<file path="config.mk">
export PLATFORM = sky130hd
export DESIGN_NAME = multiboot_request
export DESIGN_NICKNAME = d
export VERILOG_FILES = /design/src/rtl/multiboot_pkg.sv /design/src/rtl/multiboot_hotkey.sv /design/src/rtl/multiboot_request.sv
export SDC_FILE = /design/constraint.sdc
export NUM_CORES = 1
export LEC_CHECK = 0
export BUFFER_PORTS_ARGS = -buffer_cell sky130_fd_sc_hd__buf_2
export CAP_MARGIN = 40
export CORE_ASPECT_RATIO = 1.5
export CORE_MARGIN = 3
export CORE_UTILIZATION = 58
export CTS_CLUSTER_DIAMETER = 120
export DETAILED_ROUTE_END_ITERATION = 10
export PLACE_DENSITY = 0.84
export SLEW_MARGIN = 5
export SYNTH_ARGS = -nofsm -noshare
export SYNTH_HDL_FRONTEND = slang
export SYNTH_SLANG_ARGS = --single-unit
export TNS_END_PERCENT = 50
</file>
<file path="constraint.sdc">
create_clock -name clk_icap -period 3.5 [get_ports clk_icap]
set_input_delay 0.525 -clock clk_icap [delete_from_list [all_inputs] [get_ports clk_icap]]
set_output_delay 0.525 -clock clk_icap [all_outputs]
set_load 0.02 [all_outputs]
</file>
<file path="src/rtl/multiboot_pkg.sv">
// Shared types and constants for the multiboot reboot-request front end.
package multiboot_pkg;

  typedef enum logic [1:0] {
    IDLE  = 2'd0,
    PULSE = 2'd1,
    TAIL  = 2'd2
  } state_t;

  localparam logic [7:0] MB_REG_SPIADDR = 8'hFB;
  localparam logic [7:0] MB_REG_BOOTCTL = 8'hFC;

  // BOOTCTL write bits
  localparam int unsigned BOOTCTL_TRIG = 0;
  localparam int unsigned BOOTCTL_CLR  = 1;

  localparam logic [23:0] SLOT_LX16 = 24'h098000;
  localparam logic [23:0] SLOT_LX25 = 24'h0B0000;

endpackage

</file>
<file path="src/rtl/multiboot_hotkey.sv">
// Hold-to-recover hotkey: saturating hold counter that fires once per press.
// Only compiled when MULTIBOOT_HOTKEY_EN is defined.
`ifdef MULTIBOOT_HOTKEY_EN
module multiboot_hotkey #(
  parameter logic [23:0] HOTKEY_CYCLES = 24'd5_000_000
) (
  input  logic clk,
  input  logic rst_n,
  input  logic hotkey,
  input  logic idle,
  output logic fire_c,
  output logic active_c
);

  logic [23:0] cnt;
  logic        done;

  // Counter clears on release; a press fires at most once, and only from idle.
  always_ff @(posedge clk or negedge rst_n) begin
    if (!rst_n) begin
      cnt  <= 24'd0;
      done <= 1'b0;
    end else if (!hotkey) begin
      cnt  <= 24'd0;
      done <= 1'b0;
    end else begin
      if (cnt != HOTKEY_CYCLES) cnt <= cnt + 24'd1;
      if (fire_c) done <= 1'b1;
    end
  end

  assign fire_c   = idle && !done && (cnt == HOTKEY_CYCLES);
  assign active_c = (cnt != 24'd0);

endmodule
`endif

</file>
<file path="src/rtl/multiboot_request.sv">
// Stages a 24-bit SPI flash address via a byte register port and issues a shaped
// REBOOT pulse to the ICAP sequencer. Optional hotkey recovery: MULTIBOOT_HOTKEY_EN.
module multiboot_request
  import multiboot_pkg::*;
#(
  parameter logic [23:0] DEFAULT_ADDR  = SLOT_LX25,
  parameter logic [7:0]  REG_SPIADDR   = MB_REG_SPIADDR,
  parameter logic [7:0]  REG_BOOTCTL   = MB_REG_BOOTCTL,
  parameter int unsigned PULSE_CYCLES  = 16,
  parameter int unsigned TAIL_CYCLES   = 8,
  parameter logic [23:0] HOTKEY_CYCLES = 24'd5_000_000
) (
  input  logic        clk_icap,
  input  logic        rst_n,
  input  logic [7:0]  reg_addr,
  input  logic        reg_wr,
  input  logic [7:0]  reg_din,
  output logic [7:0]  reg_dout,
  output logic        reg_oe,
  input  logic        hotkey,
  output logic [23:0] spi_addr,
  output logic        REBOOT,
  output logic        busy
);

  localparam int unsigned MAX_CYCLES = (PULSE_CYCLES > TAIL_CYCLES) ? PULSE_CYCLES : TAIL_CYCLES;
  localparam int unsigned CW         = $clog2(MAX_CYCLES) + 1;

  state_t        state, state_nxt;
  logic [CW-1:0] cnt, cnt_nxt;
  logic [23:0]   stage, stage_nxt;
  logic [23:0]   spi_addr_nxt;
  logic [1:0]    ptr, ptr_nxt;
  logic          reboot_nxt, busy_nxt;
  logic          wr_spi_c, wr_ctl_c, sw_trig_c;
  logic          hotkey_fire_c, hotkey_active_c;

`ifdef MULTIBOOT_HOTKEY_EN
  multiboot_hotkey #(
    .HOTKEY_CYCLES(HOTKEY_CYCLES)
  ) u_hotkey (
    .clk      (clk_icap),
    .rst_n    (rst_n),
    .hotkey   (hotkey),
    .idle     (state == IDLE),
    .fire_c   (hotkey_fire_c),
    .active_c (hotkey_active_c)
  );
`else
  logic hotkey_unused;
  assign hotkey_unused   = hotkey ^ (^HOTKEY_CYCLES);
  assign hotkey_fire_c   = 1'b0;
  assign hotkey_active_c = 1'b0;
`endif

  // Register writes are accepted only while idle
  assign wr_spi_c  = reg_wr && (reg_addr == REG_SPIADDR) && (state == IDLE);
  assign wr_ctl_c  = reg_wr && (reg_addr == REG_BOOTCTL) && (state == IDLE);
  assign sw_trig_c = wr_ctl_c && reg_din[BOOTCTL_TRIG];

  always_ff @(posedge clk_icap or negedge rst_n) begin
    if (!rst_n) begin
      state    <= IDLE;
      cnt      <= '0;
      stage    <= DEFAULT_ADDR;
      ptr      <= 2'd0;
      spi_addr <= DEFAULT_ADDR;
      REBOOT   <= 1'b0;
      busy     <= 1'b0;
    end else begin
      state    <= state_nxt;
      cnt      <= cnt_nxt;
      stage    <= stage_nxt;
      ptr      <= ptr_nxt;
      spi_addr <= spi_addr_nxt;
      REBOOT   <= reboot_nxt;
      busy     <= busy_nxt;
    end
  end

  always_comb begin
    state_nxt    = state;
    cnt_nxt      = cnt;
    stage_nxt    = stage;
    ptr_nxt      = ptr;
    spi_addr_nxt = spi_addr;

    if (wr_spi_c) begin
      case (ptr)
        2'd0:    stage_nxt[7:0]   = reg_din;
        2'd1:    stage_nxt[15:8]  = reg_din;
        2'd2:    stage_nxt[23:16] = reg_din;
        default: stage_nxt        = stage;
      endcase
      ptr_nxt = (ptr >= 2'd2) ? 2'd0 : ptr + 2'd1;
    end
    if (wr_ctl_c && reg_din[BOOTCTL_CLR]) ptr_nxt = 2'd0;

    case (state)
      IDLE: begin
        // Hotkey takes priority over a simultaneous software trigger
        if (hotkey_fire_c) begin
          state_nxt    = PULSE;
          cnt_nxt      = CW'(PULSE_CYCLES - 1);
          spi_addr_nxt = DEFAULT_ADDR;
        end else if (sw_trig_c) begin
          state_nxt    = PULSE;
          cnt_nxt      = CW'(PULSE_CYCLES - 1);
          spi_addr_nxt = stage;
        end
      end
      PULSE: begin
        if (cnt == '0) begin
          state_nxt = TAIL;
          cnt_nxt   = CW'(TAIL_CYCLES - 1);
        end else begin
          cnt_nxt = cnt - CW'(1);
        end
      end
      TAIL: begin
        if (cnt == '0) state_nxt = IDLE;
        else           cnt_nxt   = cnt - CW'(1);
      end
      default: begin
        state_nxt = IDLE;
        cnt_nxt   = '0;
      end
    endcase

    reboot_nxt = (state_nxt == PULSE);
    busy_nxt   = (state_nxt != IDLE);
  end

  // Combinational read port
  always_comb begin
    reg_dout = 8'hFF;
    reg_oe   = 1'b0;
    if (reg_addr == REG_SPIADDR) begin
      reg_oe = 1'b1;
      case (ptr)
        2'd0:    reg_dout = stage[7:0];
        2'd1:    reg_dout = stage[15:8];
        2'd2:    reg_dout = stage[23:16];
        default: reg_dout = 8'h00;
      endcase
    end else if (reg_addr == REG_BOOTCTL) begin
      reg_oe   = 1'b1;
      reg_dout = {5'b0, hotkey_active_c, (ptr == 2'd0), busy};
    end
  end

endmodule
</file>
==> summary.md <==
The flow ran to the end, and the final reports show no timing, DRC or antenna violations. The final antenna-violating net count is 0. The netlist uses 37 different library cells. After synthesis the cells add up to 2700 um^2. The depth of the CTS H-tree is 3. The run gives 1480 uW as the total chip power. Summing over every cut layer, the via total after detailed routing is 1891. For the total routing usage reported by global routing, the log shows 0.229. The layout has 288 filler cells. Dividing the detail-routed wire length by the instance count gives 17.0 um. In this run the tool buffered the top-level ports with 53 buffer cells. The run gives 1942 as the number of global-route vias before repair. Y dimension of the die: 89.5 um.

The shortest clock period the worst path allows after layout was 2.76 ns. Setup skew after layout: 0.00673 ns. The wire length of the first global-routing pass is 9.13 mm. The run gives 0 as the aggregate global routing overflow. VDD sags by at most 0.370 mV. The number of nets handed over by synthesis was 235.

The normalized max-slew margin came out at 0.494. Based on the critical path, the design can be clocked at up to 363 MHz. Setup violations remaining at the end of the flow were counted as 0. In this run the post-CTS setup repair buffer count came out at 0.

For the total number of yosys warnings, the log shows 0. TritonCTS built the clock tree. The worst setup path is launched from a flip-flop. The die outline width is 61.7 um, and the core outline area is 4350 um^2. The die covers 5520 um^2.

55 I/O pins were placed. For this run, design rule violations remaining after detail routing come to 0. At the end of the flow, the number of nets in the layout was 294. The insertion delay of the later-clocked pin in the worst-skew pair is 0.33 ns, and the power density over the cells is 454 nW/um^2.

For the final routed database, the setup TNS stands at 0 ns. The number of placed instances, taps included, is 308. For the pin with the worst max-slew slack, the measured transition is 0.754 ns. The tree is rooted in a sky130_fd_sc_hd__clkbuf_8.

The mean area per synthesized cell is 12.6 um^2, and the placed cell area is 3030 um^2. Post-CTS repair changed the size of 0 cells. STA puts the critical path data required time at 2.97 ns. Max-cap violations in this run came to 0. The number of clock sinks was 59. The kind of critical path was flip-flop to primary output. For this design the static power due to leakage is 0.00167 uW. After routing the design area is 3270 um^2.

Final non-filler cell total: 324. 0 antenna diodes ended up in the layout. The wire-length estimate of the detail-placed layout is 4.05 mm.

The routed via count divided by cell count was 5.84. Entering global routing, the biggest net connects 27 pins. For the initial antenna violation count, the log shows 0.

The ratio of cells with drive above 1 in the final layout came out at 0.478. The worst setup path is captured at a primary output. Final estimated routing congestion in global placement: 0.818. The kind of path behind the tightest hold check is input port to asynchronous set/reset pin. The cell count after synthesis came out at 214. The portion of the clock cycle consumed by the worst path in the final layout was 0.787; the number of buffers on the longest clock path was 2. The data arrival time at the worst-slack endpoint was 2.23 ns; the number of DRC violations after detailed-routing iteration 0 was 63. Number of CTS-inserted buffers: 9.

For the register area share after synthesis, the log shows 0.550. Setup repair after global routing left no endpoint under its margin. Summed over all layers, the routed wires come to 5.51 mm. The number of storage elements in the synthesis netlist is 59.

The total iterations of the first detailed-routing run is 4. After clock tree synthesis, the clock-pin slew on the worst setup and hold paths is 0.06 ns. The critical-path maximum fanout came out at 14. Compared with the post-synthesis result, the final layout area differs by 21.2%. The floorplan has 29 rows. The tools report the initial core utilization as 0.619. The run gives 0 as the total count of max-transition violations in the final report. Hold repair after CTS inserted 0 buffers.

Number of hold violations in the final report: 0.
==> logic make-up after synthesis <==
kind of cell / synth area share
simple gates: 0.112
compound gates: 0.0780
buf+inv: 0.0213
flops: 0.550
fa+ha+maj: 0.00464
xor+xnor: 0.00325
mux: 0.230
==> Yosys cell counts <==
cell type	n	share of area
sky130_fd_sc_hd__dfstp_2	6	0.058
sky130_fd_sc_hd__and2_1	1	0.0023
sky130_fd_sc_hd__ha_1	1	0.0046
sky130_fd_sc_hd__or3_1	1	0.0023
sky130_fd_sc_hd__a211oi_1	2	0.0056
sky130_fd_sc_hd__buf_2	4	0.0074
sky130_fd_sc_hd__o211a_1	1	0.0037
sky130_fd_sc_hd__dfrtp_1	53	0.49
sky130_fd_sc_hd__nor2_1	14	0.019
sky130_fd_sc_hd__nor3_1	3	0.0056
sky130_fd_sc_hd__nor2b_1	1	0.0023
sky130_fd_sc_hd__nor4b_4	1	0.0088
sky130_fd_sc_hd__or4b_2	1	0.0037
sky130_fd_sc_hd__o22ai_1	1	0.0023
sky130_fd_sc_hd__a21boi_0	1	0.0028
sky130_fd_sc_hd__o21ai_0	15	0.028
sky130_fd_sc_hd__inv_1	4	0.0056
sky130_fd_sc_hd__clkbuf_1	6	0.0084
sky130_fd_sc_hd__a21oi_1	10	0.019
sky130_fd_sc_hd__o311ai_0	1	0.0032
sky130_fd_sc_hd__nand2_4	1	0.0042
sky130_fd_sc_hd__o31ai_1	1	0.0028
sky130_fd_sc_hd__mux2i_1	8	0.030
sky130_fd_sc_hd__nand4_1	2	0.0046
sky130_fd_sc_hd__nand3b_1	1	0.0028
sky130_fd_sc_hd__and4bb_2	1	0.0046
sky130_fd_sc_hd__nor3b_1	2	0.0056
sky130_fd_sc_hd__and4_1	1	0.0032
sky130_fd_sc_hd__o211ai_1	3	0.0084
sky130_fd_sc_hd__nor4b_1	1	0.0032
sky130_fd_sc_hd__nor4_4	2	0.016
sky130_fd_sc_hd__nand2_1	8	0.011
sky130_fd_sc_hd__nand3_1	3	0.0056
sky130_fd_sc_hd__nand2b_1	3	0.0070
sky130_fd_sc_hd__xor2_1	1	0.0032
sky130_fd_sc_hd__a21boi_1	1	0.0028
sky130_fd_sc_hd__mux2_2	48	0.20
==> per-layer routing <==
metal  track usage  wire, um  up-vias
li1              -         -      897
met1         0.287      2310      930
met2         0.372      2900       56
met3        0.0535       217        8
met4        0.0965        76        0
met5             0         0        -
==> registers in the layout, summed over array words and instances (netlist names) <==
signal and cells:
REBOOT 1, state 2, cnt 5, spi_addr 24, ptr 2, busy 1, stage 24
==> final cells by class <==
cell class	instances	area, um^2	area share
Timing Repair Buffer	58	315	0.0965
Inverter	4	15.0	0.00459
Sequential cell	59	1480	0.454
Clock buffer	11	141	0.0433
Tap cell	46	57.6	0.0176
Multi-Input combinational cell	141	1150	0.353
Clock inverter	5	100	0.0306
==> through the flow <==
| stage | hold slack (ns) | setup WS (ns) | util |
|---|---|---|---|
| final | 0.118 | 0.744 | 0.751 |
| after global routing | 0.117 | 0.555 | 0.751 |
| after CTS | 0.119 | 0.748 | 0.751 |
| after detailed placement | 0.466 | 1.11 | 0.695 |
| after global placement | 0.482 | 1.08 | 0.691 |
| after floorplan | 0.229 | 0.984 | - |
==> path summary, 6_finish.rpt <==
| kind | end | slack, ns | from | cells past startpoint |
|---|---|---|---|---|
| min | spi_addr[5]$_DFFE_PN0P_ | 0.12 | rst_n | 1 |
| max | reg_dout[4] | 0.74 | ptr[1]$_DFFE_PN0P_ | 4 |
| max reg2reg | stage[15]$_DFFE_PN0P_ | 1.26 | ptr[0]$_DFFE_PN0P_ | 3 |
| min reg2reg | spi_addr[3]$_DFFE_PN0P_ | 0.50 | spi_addr[3]$_DFFE_PN0P_ | 1 |
| max in group asynchronous | stage[23]$_DFFE_PN0P_ | 2.81 | rst_n | 2 |
| min in group clk_icap | stage[18]$_DFFE_PN0P_ | 0.46 | reg_din[2] | 2 |
==> worst max-delay path: stages (launching register included) <==
cell and delay [ns]:
sky130_fd_sc_hd__dfrtp_1 0.69, sky130_fd_sc_hd__nor2b_1 0.61, sky130_fd_sc_hd__a21oi_1 0.16, sky130_fd_sc_hd__o21ai_0 0.23, sky130_fd_sc_hd__buf_2 0.21
==> cell usage in the layout, fill, tap and decap left out, types with 2 or more instances in the layout <==
cell type and instances:
sky130_fd_sc_hd__nand2_1 8, sky130_fd_sc_hd__buf_2 53, sky130_fd_sc_hd__clkbuf_8 10, sky130_fd_sc_hd__inv_1 4, sky130_fd_sc_hd__nor4_4 2, sky130_fd_sc_hd__dfstp_2 6
sky130_fd_sc_hd__nand4_1 2, sky130_fd_sc_hd__nand3_1 3, sky130_fd_sc_hd__nor3_1 3, sky130_fd_sc_hd__buf_4 4, sky130_fd_sc_hd__dfrtp_1 53, sky130_fd_sc_hd__nand2b_1 3
sky130_fd_sc_hd__a211oi_1 2, sky130_fd_sc_hd__mux2_2 48, sky130_fd_sc_hd__bufinv_16 3, sky130_fd_sc_hd__nor2_1 14, sky130_fd_sc_hd__nor3b_1 2, sky130_fd_sc_hd__o21ai_0 15
sky130_fd_sc_hd__o211ai_1 3, sky130_fd_sc_hd__clkinv_2 2, sky130_fd_sc_hd__a21oi_1 10, sky130_fd_sc_hd__mux2i_1 8
==> power breakdown <==
| group | internal [uW] | switching [uW] |
|---|---|---|
| clock network | 490 | 251 |
| registers | 685 | 3.53 |
| logic | 20.0 | 33.6 |
No activity file was read; power rests on OpenSTA's default activity.
